**config.mk**
```make
export PLATFORM = sky130hd
export DESIGN_NAME = spi_flash_read_arbiter
export DESIGN_NICKNAME = d
export VERILOG_FILES = /design/src/rtl/spi_flash_read_arbiter_pkg.sv /design/src/rtl/spi_flash_read_arbiter_rr_pick.sv /design/src/rtl/spi_flash_read_arbiter.sv
export SDC_FILE = /design/constraint.sdc
export NUM_CORES = 1
export LEC_CHECK = 0
export CAP_MARGIN = 40
export CORE_ASPECT_RATIO = 0.5
export CORE_MARGIN = 2
export CORE_UTILIZATION = 40
export DETAILED_ROUTE_END_ITERATION = 7
export PLACE_DENSITY = 0.68
export SYNTH_ARGS = -nofsm -noshare
export SYNTH_HDL_FRONTEND = slang
export SYNTH_HIERARCHICAL = 1
export SYNTH_SLANG_ARGS = --single-unit
```
**constraint.sdc**
```tcl
create_clock -name i_clk -period 2.9 [get_ports i_clk]
set_clock_uncertainty 0.2 [all_clocks]
set_input_delay 0.435 -clock i_clk [delete_from_list [all_inputs] [get_ports i_clk]]
set_output_delay 0.435 -clock i_clk [all_outputs]
set_load 0.03 [all_outputs]
```
**src/rtl/spi_flash_read_arbiter_pkg.sv**
```systemverilog
// Shared definitions for the SPI flash block-read arbiter.
//   FlashAddrW : width of a flash byte address
//   state_e    : arbiter FSM encoding (IDLE / ISSUE / WAIT, 2-bit)
//   clog2      : ceiling log2, usable in localparam expressions
package spi_flash_read_arbiter_pkg;

    localparam int unsigned FlashAddrW = 24;

    typedef enum logic [1:0] {
        StIdle  = 2'd0,
        StIssue = 2'd1,
        StWait  = 2'd2
    } state_e;

    function automatic int unsigned clog2(input int unsigned v);
        int unsigned r;
        longint unsigned x;
        r = 0;
        x = 1;
        while (x < longint'(v)) begin
            x = x * 2;
            r++;
        end
        return r;
    endfunction

endpackage

```
**src/rtl/spi_flash_read_arbiter_rr_pick.sv**
```systemverilog
// Combinational round-robin picker.
//   pend : per-requester pending bits
//   last : index of the most recently granted requester
//   sel  : first pending index found searching last+1, last+2, ... (mod N_REQ)
//   any  : at least one requester is pending (sel is valid)
module spi_flash_read_arbiter_rr_pick #(
    parameter int unsigned N_REQ = 4,
    parameter int unsigned SelW  = 2
) (
    input  logic [N_REQ-1:0] pend,
    input  logic [SelW-1:0]  last,
    output logic [SelW-1:0]  sel,
    output logic             any
);

    always_comb begin
        int unsigned idx;
        sel = '0;
        any = 1'b0;
        idx = 0;
        // Offset N_REQ wraps back to last itself, so it is considered last.
        for (int unsigned i = 1; i <= N_REQ; i++) begin
            idx = (32'(last) + i) % N_REQ;
            if (!any && pend[idx]) begin
                sel = SelW'(idx);
                any = 1'b1;
            end
        end
    end

endmodule

```
**src/rtl/spi_flash_read_arbiter.sv**
```systemverilog
// Shares one spi_flash_ctrl block-read engine between N_REQ requesters.
// Each requester posts a one-cycle strobe with a flash address; one read per requester is
// queued, granted round-robin, issued to the controller and reported as done or timed out.
// All outputs are registered.
//   i_clk, i_rst_n        clock, asynchronous active-low reset
//   i_req_stb/i_req_addr  per-slot read strobe and packed 24-bit address (slot k at [24k+:24])
//   o_grant               one-hot owner of controller/BRAM during ISSUE and WAIT
//   o_done/o_timeout      one-cycle completion / abandonment pulse for the owning slot
//   o_overrun             one-cycle pulse: strobe dropped because the slot was already pending
//   o_busy                FSM not idle
//   o_ctrl_read_*         read strobe/address to the controller; i_ctrl_read_done_stb back
module spi_flash_read_arbiter
    import spi_flash_read_arbiter_pkg::*;
#(
    parameter int unsigned N_REQ          = 4,
    parameter int unsigned BLOCK_SIZE     = 512,
    parameter int unsigned TIMEOUT_CYCLES = 65536
) (
    input  logic                        i_clk,
    input  logic                        i_rst_n,
    input  logic [N_REQ-1:0]            i_req_stb,
    input  logic [FlashAddrW*N_REQ-1:0] i_req_addr,
    output logic [N_REQ-1:0]            o_grant,
    output logic [N_REQ-1:0]            o_done,
    output logic [N_REQ-1:0]            o_timeout,
    output logic [N_REQ-1:0]            o_overrun,
    output logic                        o_busy,
    output logic [FlashAddrW-1:0]       o_ctrl_read_addr,
    output logic                        o_ctrl_read_stb,
    input  logic                        i_ctrl_read_done_stb
);

    localparam int unsigned SelW   = clog2(N_REQ);
    localparam int unsigned TimerW = clog2(TIMEOUT_CYCLES);
    localparam logic [FlashAddrW-1:0] AddrMask = ~(FlashAddrW'(BLOCK_SIZE - 1));

    state_e                 state_q, state_d;
    logic [N_REQ-1:0]       pend_q, pend_d;
    logic [SelW-1:0]        last_q, last_d;
    logic [SelW-1:0]        sel_q, sel_d;
    logic [TimerW-1:0]      timer_q, timer_d;
    logic [FlashAddrW-1:0]  addr_q [N_REQ];

    logic [SelW-1:0]        pick_sel;
    logic                   pick_any;
    logic                   done_evt, timeout_evt;
    logic [N_REQ-1:0]       sel_oh_q, sel_oh_d, clr, accept;

    logic [N_REQ-1:0]       grant_q, grant_d;
    logic [N_REQ-1:0]       done_q, done_d;
    logic [N_REQ-1:0]       timeout_q, timeout_d;
    logic [N_REQ-1:0]       overrun_q, overrun_d;
    logic                   busy_q, busy_d;
    logic [FlashAddrW-1:0]  ctrl_addr_q, ctrl_addr_d;
    logic                   ctrl_stb_q, ctrl_stb_d;

    spi_flash_read_arbiter_rr_pick #(
        .N_REQ (N_REQ),
        .SelW  (SelW)
    ) u_pick (
        .pend (pend_q),
        .last (last_q),
        .sel  (pick_sel),
        .any  (pick_any)
    );

    assign sel_oh_q = N_REQ'(1) << sel_q;
    assign sel_oh_d = N_REQ'(1) << sel_d;

    // Done has priority over a coincident timeout.
    assign done_evt    = (state_q == StWait) && i_ctrl_read_done_stb;
    assign timeout_evt = (state_q == StWait) && !i_ctrl_read_done_stb &&
                         (timer_q == TimerW'(TIMEOUT_CYCLES - 1));

    // A strobe landing on the slot being cleared this cycle is accepted, not dropped.
    assign clr    = (done_evt || timeout_evt) ? sel_oh_q : '0;
    assign accept = i_req_stb & (~pend_q | clr);
    assign pend_d = (pend_q & ~clr) | i_req_stb;

    // State register
    always_ff @(posedge i_clk or negedge i_rst_n) begin
        if (!i_rst_n) begin
            state_q <= StIdle;
        end else begin
            state_q <= state_d;
        end
    end

    // Next-state logic
    always_comb begin
        state_d = state_q;
        last_d  = last_q;
        sel_d   = sel_q;
        timer_d = timer_q;
        unique case (state_q)
            StIdle: begin
                if (pick_any) begin
                    sel_d   = pick_sel;
                    last_d  = pick_sel;
                    state_d = StIssue;
                end
            end
            StIssue: begin
                timer_d = '0;
                state_d = StWait;
            end
            StWait: begin
                if (done_evt || timeout_evt) begin
                    state_d = StIdle;
                end else begin
                    timer_d = timer_q + 1'b1;
                end
            end
            default: state_d = StIdle;
        endcase
    end

    // Output logic: computed from the next state so the registered outputs line up with it.
    always_comb begin
        grant_d     = (state_d != StIdle) ? sel_oh_d : '0;
        busy_d      = (state_d != StIdle);
        ctrl_stb_d  = (state_d == StIssue);
        ctrl_addr_d = (state_d != StIdle) ? addr_q[sel_d] : '0;
        done_d      = done_evt ? sel_oh_q : '0;
        timeout_d   = timeout_evt ? sel_oh_q : '0;
        overrun_d   = i_req_stb & pend_q & ~clr;
    end

    always_ff @(posedge i_clk or negedge i_rst_n) begin
        if (!i_rst_n) begin
            pend_q      <= '0;
            last_q      <= SelW'(N_REQ - 1);
            sel_q       <= '0;
            timer_q     <= '0;
            grant_q     <= '0;
            done_q      <= '0;
            timeout_q   <= '0;
            overrun_q   <= '0;
            busy_q      <= 1'b0;
            ctrl_addr_q <= '0;
            ctrl_stb_q  <= 1'b0;
        end else begin
            pend_q      <= pend_d;
            last_q      <= last_d;
            sel_q       <= sel_d;
            timer_q     <= timer_d;
            grant_q     <= grant_d;
            done_q      <= done_d;
            timeout_q   <= timeout_d;
            overrun_q   <= overrun_d;
            busy_q      <= busy_d;
            ctrl_addr_q <= ctrl_addr_d;
            ctrl_stb_q  <= ctrl_stb_d;
        end
    end

    always_ff @(posedge i_clk or negedge i_rst_n) begin
        if (!i_rst_n) begin
            for (int unsigned k = 0; k < N_REQ; k++) begin
                addr_q[k] <= '0;
            end
        end else begin
            for (int unsigned k = 0; k < N_REQ; k++) begin
                if (accept[k]) begin
                    addr_q[k] <= i_req_addr[k*FlashAddrW +: FlashAddrW] & AddrMask;
                end
            end
        end
    end

    assign o_grant          = grant_q;
    assign o_done           = done_q;
    assign o_timeout        = timeout_q;
    assign o_overrun        = overrun_q;
    assign o_busy           = busy_q;
    assign o_ctrl_read_addr = ctrl_addr_q;
    assign o_ctrl_read_stb  = ctrl_stb_q;

endmodule
```
# [Yosys cells after proc, flatten, opt, wreduce, memory -nomap -nowiden]
# Cells that the tools add are included.
[word_totals] regBits=128 in_bits=103 out_inout_bits=42 elab_cells=89
[classes] add_sub_neg=5 n_lt_le_gt_ge=5 n_eq_ne=5 shift=2 muxes=31 bitwise_logic=9 reduce_logical=16
[op_table] cell="24-bit two-way mux" n=3
[op_table] cell="24-bit binary-select mux with 2-bit select" n=1
[op_table] cell="16-bit one-hot mux with 2 select lines" n=1
[op_table] cell="16-bit by 1-bit adder with 16-bit output, second input constant" n=1
[op_table] cell="4-bit AND" n=4
[op_table] cell="16-bit equality test, second input constant" n=1
[op_table] cell="16-bit two-way mux" n=1
[op_table] cell="2-bit two-way mux" n=8
[op_table] cell="4-bit two-way mux" n=4
[op_table] cell="2-bit by 3-bit < comparator with 1-bit output, second input constant" n=4
[op_table] cell="1-bit binary-select mux with 2-bit select" n=4
[op_table] cell="1-bit two-way mux" n=8
[op_table] cell="4-bit NOT" n=2
[op_table] cell="4-bit OR" n=2
[op_table] cell="1-bit by 2-bit << shifter with 4-bit output, first input constant" n=2
[op_table] cell="1-bit logical AND" n=6
[op_table] cell="2-bit one-hot mux with 3 select lines" n=1
[op_table] cell="2-bit by 1-bit adder with 2-bit output, second input constant" n=2
[op_table] cell="2-bit adder, second input constant" n=2
[op_table] cell="2-bit by 1-bit equality test with 1-bit output, second input constant" n=2
[op_table] cell="1-bit logical NOT" n=4
[op_table] cell="2-bit AND reduction" n=2
[op_table] cell="2-bit nonzero test" n=2
[op_table] cell="3-bit greater-or-equal comparator, second input constant" n=1
[op_table] cell="other kinds (5)" n=5

# [Depth between registers and ports, before layout]
[depth] word_depth=20 depth_mapped=10 ltp_nobuf=8

# [Modules after synthesis]
# The synthesis kept the hierarchy.
[modules_own_cells] module="spi_flash_read_arbiter" instances=1 cells_per_inst=445 area_each_um2=5385.2 seq_area_each_um2=2980.4
[modules_own_cells] module="spi_flash_read_arbiter_rr_pick" instances=1 cells_per_inst=14 area_each_um2=91.3 seq_area_each_um2=0.0

# [Worst setup path before layout]
# Ideal clock, no wire load.
[synth_path] path_type="flip-flop to flip-flop" from="register pend_q[1]" to="register ctrl_addr_q[11] (netlist: o_ctrl_read_addr[11])" setup_ns=0.094 arrival_time_ns=1.972 required_time_ns=2.606 slack_ns=0.634 path_stages_with_launch=9 path_buffers=1 period_less_slack_ns=2.266 path_cell_list="dfrtp_1 -> nor2_1 -> nand2_1 -> or3b_1 -> inv_1 -> mux2i_1 -> clkbuf_1 -> a211oi_1 -> a211oi_1"
[synth_between] elab_cells_between_ends=32 classes_between="mux (24); bitwise (1); reduce/logical (7)"
[synth_rtl] item="start: declaration" line="spi_flash_read_arbiter.sv:38" text="logic [N_REQ-1:0] pend_q, pend_d;"
[synth_rtl] item="start signal: assignment" line="spi_flash_read_arbiter.sv:143" text="pend_q <= pend_d;"
[synth_rtl] item="1-bit binary-select mux with 2-bit select" line="spi_flash_read_arbiter_rr_pick.sv:24" text="if (!any && pend[idx]) begin"
[synth_rtl] item="1-bit two-way mux (not written as such)" line="spi_flash_read_arbiter_rr_pick.sv:24"
[synth_rtl] item="1-bit two-way mux" line="spi_flash_read_arbiter_rr_pick.sv:24"
[synth_rtl] item="1-bit logical NOT" line="spi_flash_read_arbiter_rr_pick.sv:24"
[synth_rtl] item="1-bit logical AND" line="spi_flash_read_arbiter_rr_pick.sv:24"
[synth_rtl] item="1-bit two-way mux" line="spi_flash_read_arbiter_rr_pick.sv:24"
[synth_rtl] item="1-bit logical NOT" line="spi_flash_read_arbiter_rr_pick.sv:24"
[synth_rtl] item="1-bit logical AND" line="spi_flash_read_arbiter_rr_pick.sv:24"
[synth_rtl] item="[... 3 more ...]"
[synth_rtl] item="1-bit two-way mux (*)" line="spi_flash_read_arbiter_rr_pick.sv:24"
[synth_rtl] item="via pick_any" line="spi_flash_read_arbiter.sv:45" text="logic pick_any;"
[synth_rtl] item="2-bit two-way mux (*)" line="spi_flash_read_arbiter.sv:97" text="if (pick_any) begin"
[synth_rtl] item="2-bit one-hot mux with 3 select lines (*)" line="spi_flash_read_arbiter.sv:95" text="unique case (state_q)"
[synth_rtl] item="via state_d[0]" line="spi_flash_read_arbiter.sv:37" text="state_e state_q, state_d;"
[synth_rtl] item="2-bit nonzero test (*)" line="spi_flash_read_arbiter.sv:123" text="ctrl_addr_d = (state_d != StIdle) ? addr_q[sel_d] : '0;"
[synth_rtl] item="24-bit two-way mux (*)" line="spi_flash_read_arbiter.sv:123"
[synth_rtl] item="via ctrl_addr_d[11]" line="spi_flash_read_arbiter.sv:54" text="logic [FlashAddrW-1:0] ctrl_addr_q, ctrl_addr_d;"
[synth_rtl] item="end signal: assignment" line="spi_flash_read_arbiter.sv:152" text="ctrl_addr_q <= ctrl_addr_d;"
[synth_rtl] item="end: declaration" line="spi_flash_read_arbiter.sv:54"
# The timed path passes the listed nets; every way through them passes the cells marked *. The select of a mux whose other input is x is not followed.
# A chain may end at the register's enable or synchronous reset.

# [Final worst setup path]
[layout_path] from="register pend_q[1]" to="register ctrl_addr_q[22] (netlist: o_ctrl_read_addr[22])"
[layout_between] elab_chain_len=19 elab_cells_between_ends=32 classes_between="mux (24); bitwise (1); reduce/logical (7)"
[layout_rtl] item="1-bit binary-select mux with 2-bit select" line="spi_flash_read_arbiter_rr_pick.sv:24"
[layout_rtl] item="1-bit two-way mux (not written as such)" line="spi_flash_read_arbiter_rr_pick.sv:24"
[layout_rtl] item="1-bit two-way mux" line="spi_flash_read_arbiter_rr_pick.sv:24"
[layout_rtl] item="1-bit logical NOT" line="spi_flash_read_arbiter_rr_pick.sv:24"
[layout_rtl] item="1-bit logical AND" line="spi_flash_read_arbiter_rr_pick.sv:24"
[layout_rtl] item="1-bit two-way mux" line="spi_flash_read_arbiter_rr_pick.sv:24"
[layout_rtl] item="1-bit logical NOT" line="spi_flash_read_arbiter_rr_pick.sv:24"
[layout_rtl] item="1-bit logical AND" line="spi_flash_read_arbiter_rr_pick.sv:24"
[layout_rtl] item="[... 4 more ...]"
[layout_rtl] item="via pick_any" line="spi_flash_read_arbiter.sv:45"
[layout_rtl] item="2-bit two-way mux" line="spi_flash_read_arbiter.sv:97"
[layout_rtl] item="2-bit two-way mux" line="spi_flash_read_arbiter.sv:95"
[layout_rtl] item="2-bit NOT with 3-bit output (not written as such)" line="spi_flash_read_arbiter.sv:123"
[layout_rtl] item="24-bit binary-select mux with 2-bit select" line="spi_flash_read_arbiter.sv:123"
[layout_rtl] item="24-bit two-way mux (not written as such) (2 in a row)" line="spi_flash_read_arbiter.sv:123"
[layout_rtl] item="24-bit two-way mux (*)" line="spi_flash_read_arbiter.sv:123"
[layout_rtl] item="via ctrl_addr_d[22]" line="spi_flash_read_arbiter.sv:54"
# Marked as above.

==> results.ini <==
[route]
dr.first_iter.drc_count = 269
wire_per_inst_um = 17.07
drc_errors = 0
first_pass_iters = 5
totalWireLength_mm = 12.93
ant_nets = 0
viasPerCell = 5.416
num_vias = 4100

[worst_setup_path]
critPathCaptureType = flip-flop
crit_type = flip-flop to flip-flop
crit_path_max_incr_delay_ns = 0.51
critical_path.most_common_cell = a211oi_1
crit_fanout = 33
path_delay_family = compound AO/OA/AOI/OAI gates
crit_chain = nor2_1 > nand2_1 > or3b_1 > a21oi_2 > inv_2 > a211oi_1 > a211oi_1
critPathLaunchType = flip-flop
slowest_stage = dfrtp_1
worst-path-buf-inv = 1
critPathRequiredTime_ns = 2.98
arrival_ns = 2.69

[floorplan]
coreArea_mm2 = 0.01348
ios = 145
dieArea_mm2 = 0.01470
rows = 30
die_w_um = 169.5
start_util_pct = 40.64
die_h_um = 86.74

[synthesis]
synth_area_per_cell_um2 = 11.93
syn_inst = 459
synth_fa_ha_area_share_pct = 0.2285
muxShareOfSynthArea_pct = 16.13
yosysWarnings = 6
yosysTopAreaCellShare_pct = 53.46
ys_ff_latch = 119
synth_area_leaders = dfrtp_1, mux2_2, a211oi_1, mux2i_1, mux2_4
synth_xor_area_share_pct = 0
synth-seq-area-share_pct = 54.42
synth.distinct_cells = 57
synth_top_family_by_area = multiplexers
synth_simple_gate_area_share_pct = 9.733
async_flop_share_pct = 100.0
synth_edf_count = 0
synth-compound-area-share_pct = 13.91
synth_largest_area_cell = dfrtp_1
netlist_area_mm2 = 0.005477
synthFlopType = dfrtp_1

[timing]
report.final.slew_viol_count = 0
setup_slack_ns = 0.2809
relSlewSlack_pct = 31.84
max_freq_mhz = 381.8
finalSetupViolations = 0
rsz0062_at_grt = no
period_minus_slack_ns = 2.619
fin_setup_tns_ns = 0
holdWs_ns = 0.2861
timing.final.crit_share_pct = 90.31
finalHoldViolations = 0
tightest_slew_ns = 1.022

[grt]
grt-ovfl-total = 0
antenna_found_initial = 0
track_usage_pct = 18.72
grt_first_pass_wirelength_mm = 20.85
grt_max_degree = 48
grt_pass1_vias = 4107

[final_layout]
num_antenna_cells = 0
drive_gt1_share_pct = 21.00
final_nets = 673
final.fill_count = 1179
stdcell_count = 757
area_growth_pct = 34.38

[cts]
clockBufferDepth = 2
cts_resized = 0
numCtsBuffers = 17
cts-root-buf = clkbuf_16
cts.hold.buffers_added = 1
clk_transition_reported_paths_ns = 0.06
htreeDepth = 4
post-cts-setup-buffer-count = 0
cts_tree = done
cts_sinks = 119
clk_latency_ns = 0.40

[power]
total_power_w = 0.007925
vdd_drop_max_mv = 0.5783
leakagePower_nw = 3.160
powerDensity_mw_per_mm2 = 1077

[placement]
gp_congestion = 0.7996
place_inst = 725
portBuffers = 99
pre_cts_ws_ns = 0.05277
dp_hpwl_mm = 8.870

[flow_run]
maxCapViolCount = 0

[worst_hold_path]
worstHoldPathType = flip-flop to flip-flop

[run_status]
outcome = finished, final reports clean

==> cells in the final DEF, fill, tap and decap left out, types with 3 or more instances in the layout <==
cell,instances
dfrtp_1,117
clkdlybuf4s50_1,98
a211oi_1,46
mux2_2,40
inv_1,25
o21ai_0,18
nand3_1,17
nand2_1,17
clkbuf_16,17
mux2i_1,16
buf_4,16
nor2_1,15
a21oi_1,15
mux2_1,10
mux2_4,10
conb_1,9
nor3_1,8
nand2b_1,7
clkinvlp_4,6
or4_1,5
o41ai_1,5
bufinv_16,5
a22oi_2,3
a31oi_1,3
buf_12,3
==> cell type report <==
type / instances / area [um2] / area share [%]
multi-input cells: 287 / 2237 / 30.40
repair buffers: 118 / 1171 / 15.91
inverters: 26 / 97.59 / 1.326
clock buffers: 19 / 452.9 / 6.154
flip-flops and latches: 119 / 2980 / 40.50
well taps: 176 / 220.2 / 2.992
clock inverters: 12 / 200.2 / 2.720
==> worst paths after layout <==
kind | slack, ns | from | depth (start not counted) | endpoint
min | 0.29 | last_q[0] | 2 | last_q[0]
max in group asynchronous | 1.43 | i_rst_n | 3 | o_ctrl_read_addr[21]
min in group asynchronous | 0.39 | i_rst_n | 2 | timer_q[2]
min reg2reg | 0.29 | last_q[0] | 2 | last_q[0]
max reg2reg | 0.28 | pend_q[1] | 7 | o_ctrl_read_addr[22]
max | 0.28 | pend_q[1] | 7 | o_ctrl_read_addr[22]
==> worst min-delay path, stage by stage, from the launching register on <==
cell and delay, ns:
dfstp_2 0.38, nand2_1 0.05, nand2_1 0.05
==> state kept, by name, indices dropped and copies added, names as in the netlist <==
register and flops:
addr_q 60, timer_q 16, o_ctrl_read_addr 15, o_done 4, o_grant 4, o_overrun 4, o_timeout 4, pend_q 4
last_q 2, sel_q 2, state_q 2, o_busy 1, o_ctrl_read_stb 1
==> where the power goes <==
group / switching, W / total [W] / leakage (nW) / internal [W]
combinational: 0.00163 / 0.00296 / 1.38 / 0.00133
clock: 0.000771 / 0.00233 / 0.299 / 0.00156
sequential: 0.000327 / 0.00263 / 1.48 / 0.00230
total: 0.00273 / 0.00792 / 3.16 / 0.00519
==> per-stage QoR <==
step	util [%]	area (um2)
finish	54.61	7360
floorplan	-	5507
global route	54.61	7360
detailed placement	49.69	6696
global placement	49.69	6696
CTS	54.61	7360
==> kinds of logic after synthesis <==
group	after synthesis
other	1
AOI/OAI and AO/OA	106
buffers and inverters	61
adders and majority gates	1
DFF	119
and+or+nand+nor	94
muxes	77
==> routing by layer <==
layer	vias up	share of wire, %	track usage (%)
met5	-	0	0
met3	15	3.9	3.927
met2	115	49	31.95
met1	2080	46	23.86
met4	0	1.7	6.993
li1	1890	-	-
==> cells in the mapped netlist, types with 3 or more instances <==
cell	number
nand2b_1	7
mux2_2	40
a211oi_1	46
nor2_1	15
a21oi_1	15
a31oi_1	3
nor3_1	8
mux2_1	10
a22oi_2	3
clkbuf_1	10
dfrtp_1	117
mux2i_1	17
buf_2	9
buf_4	12
o41ai_1	5
nand3_1	17
nand2_1	17
or4_1	5
inv_1	25
o21ai_0	18
mux2_4	10
Note: power is estimated with default switching activity, not from simulation.
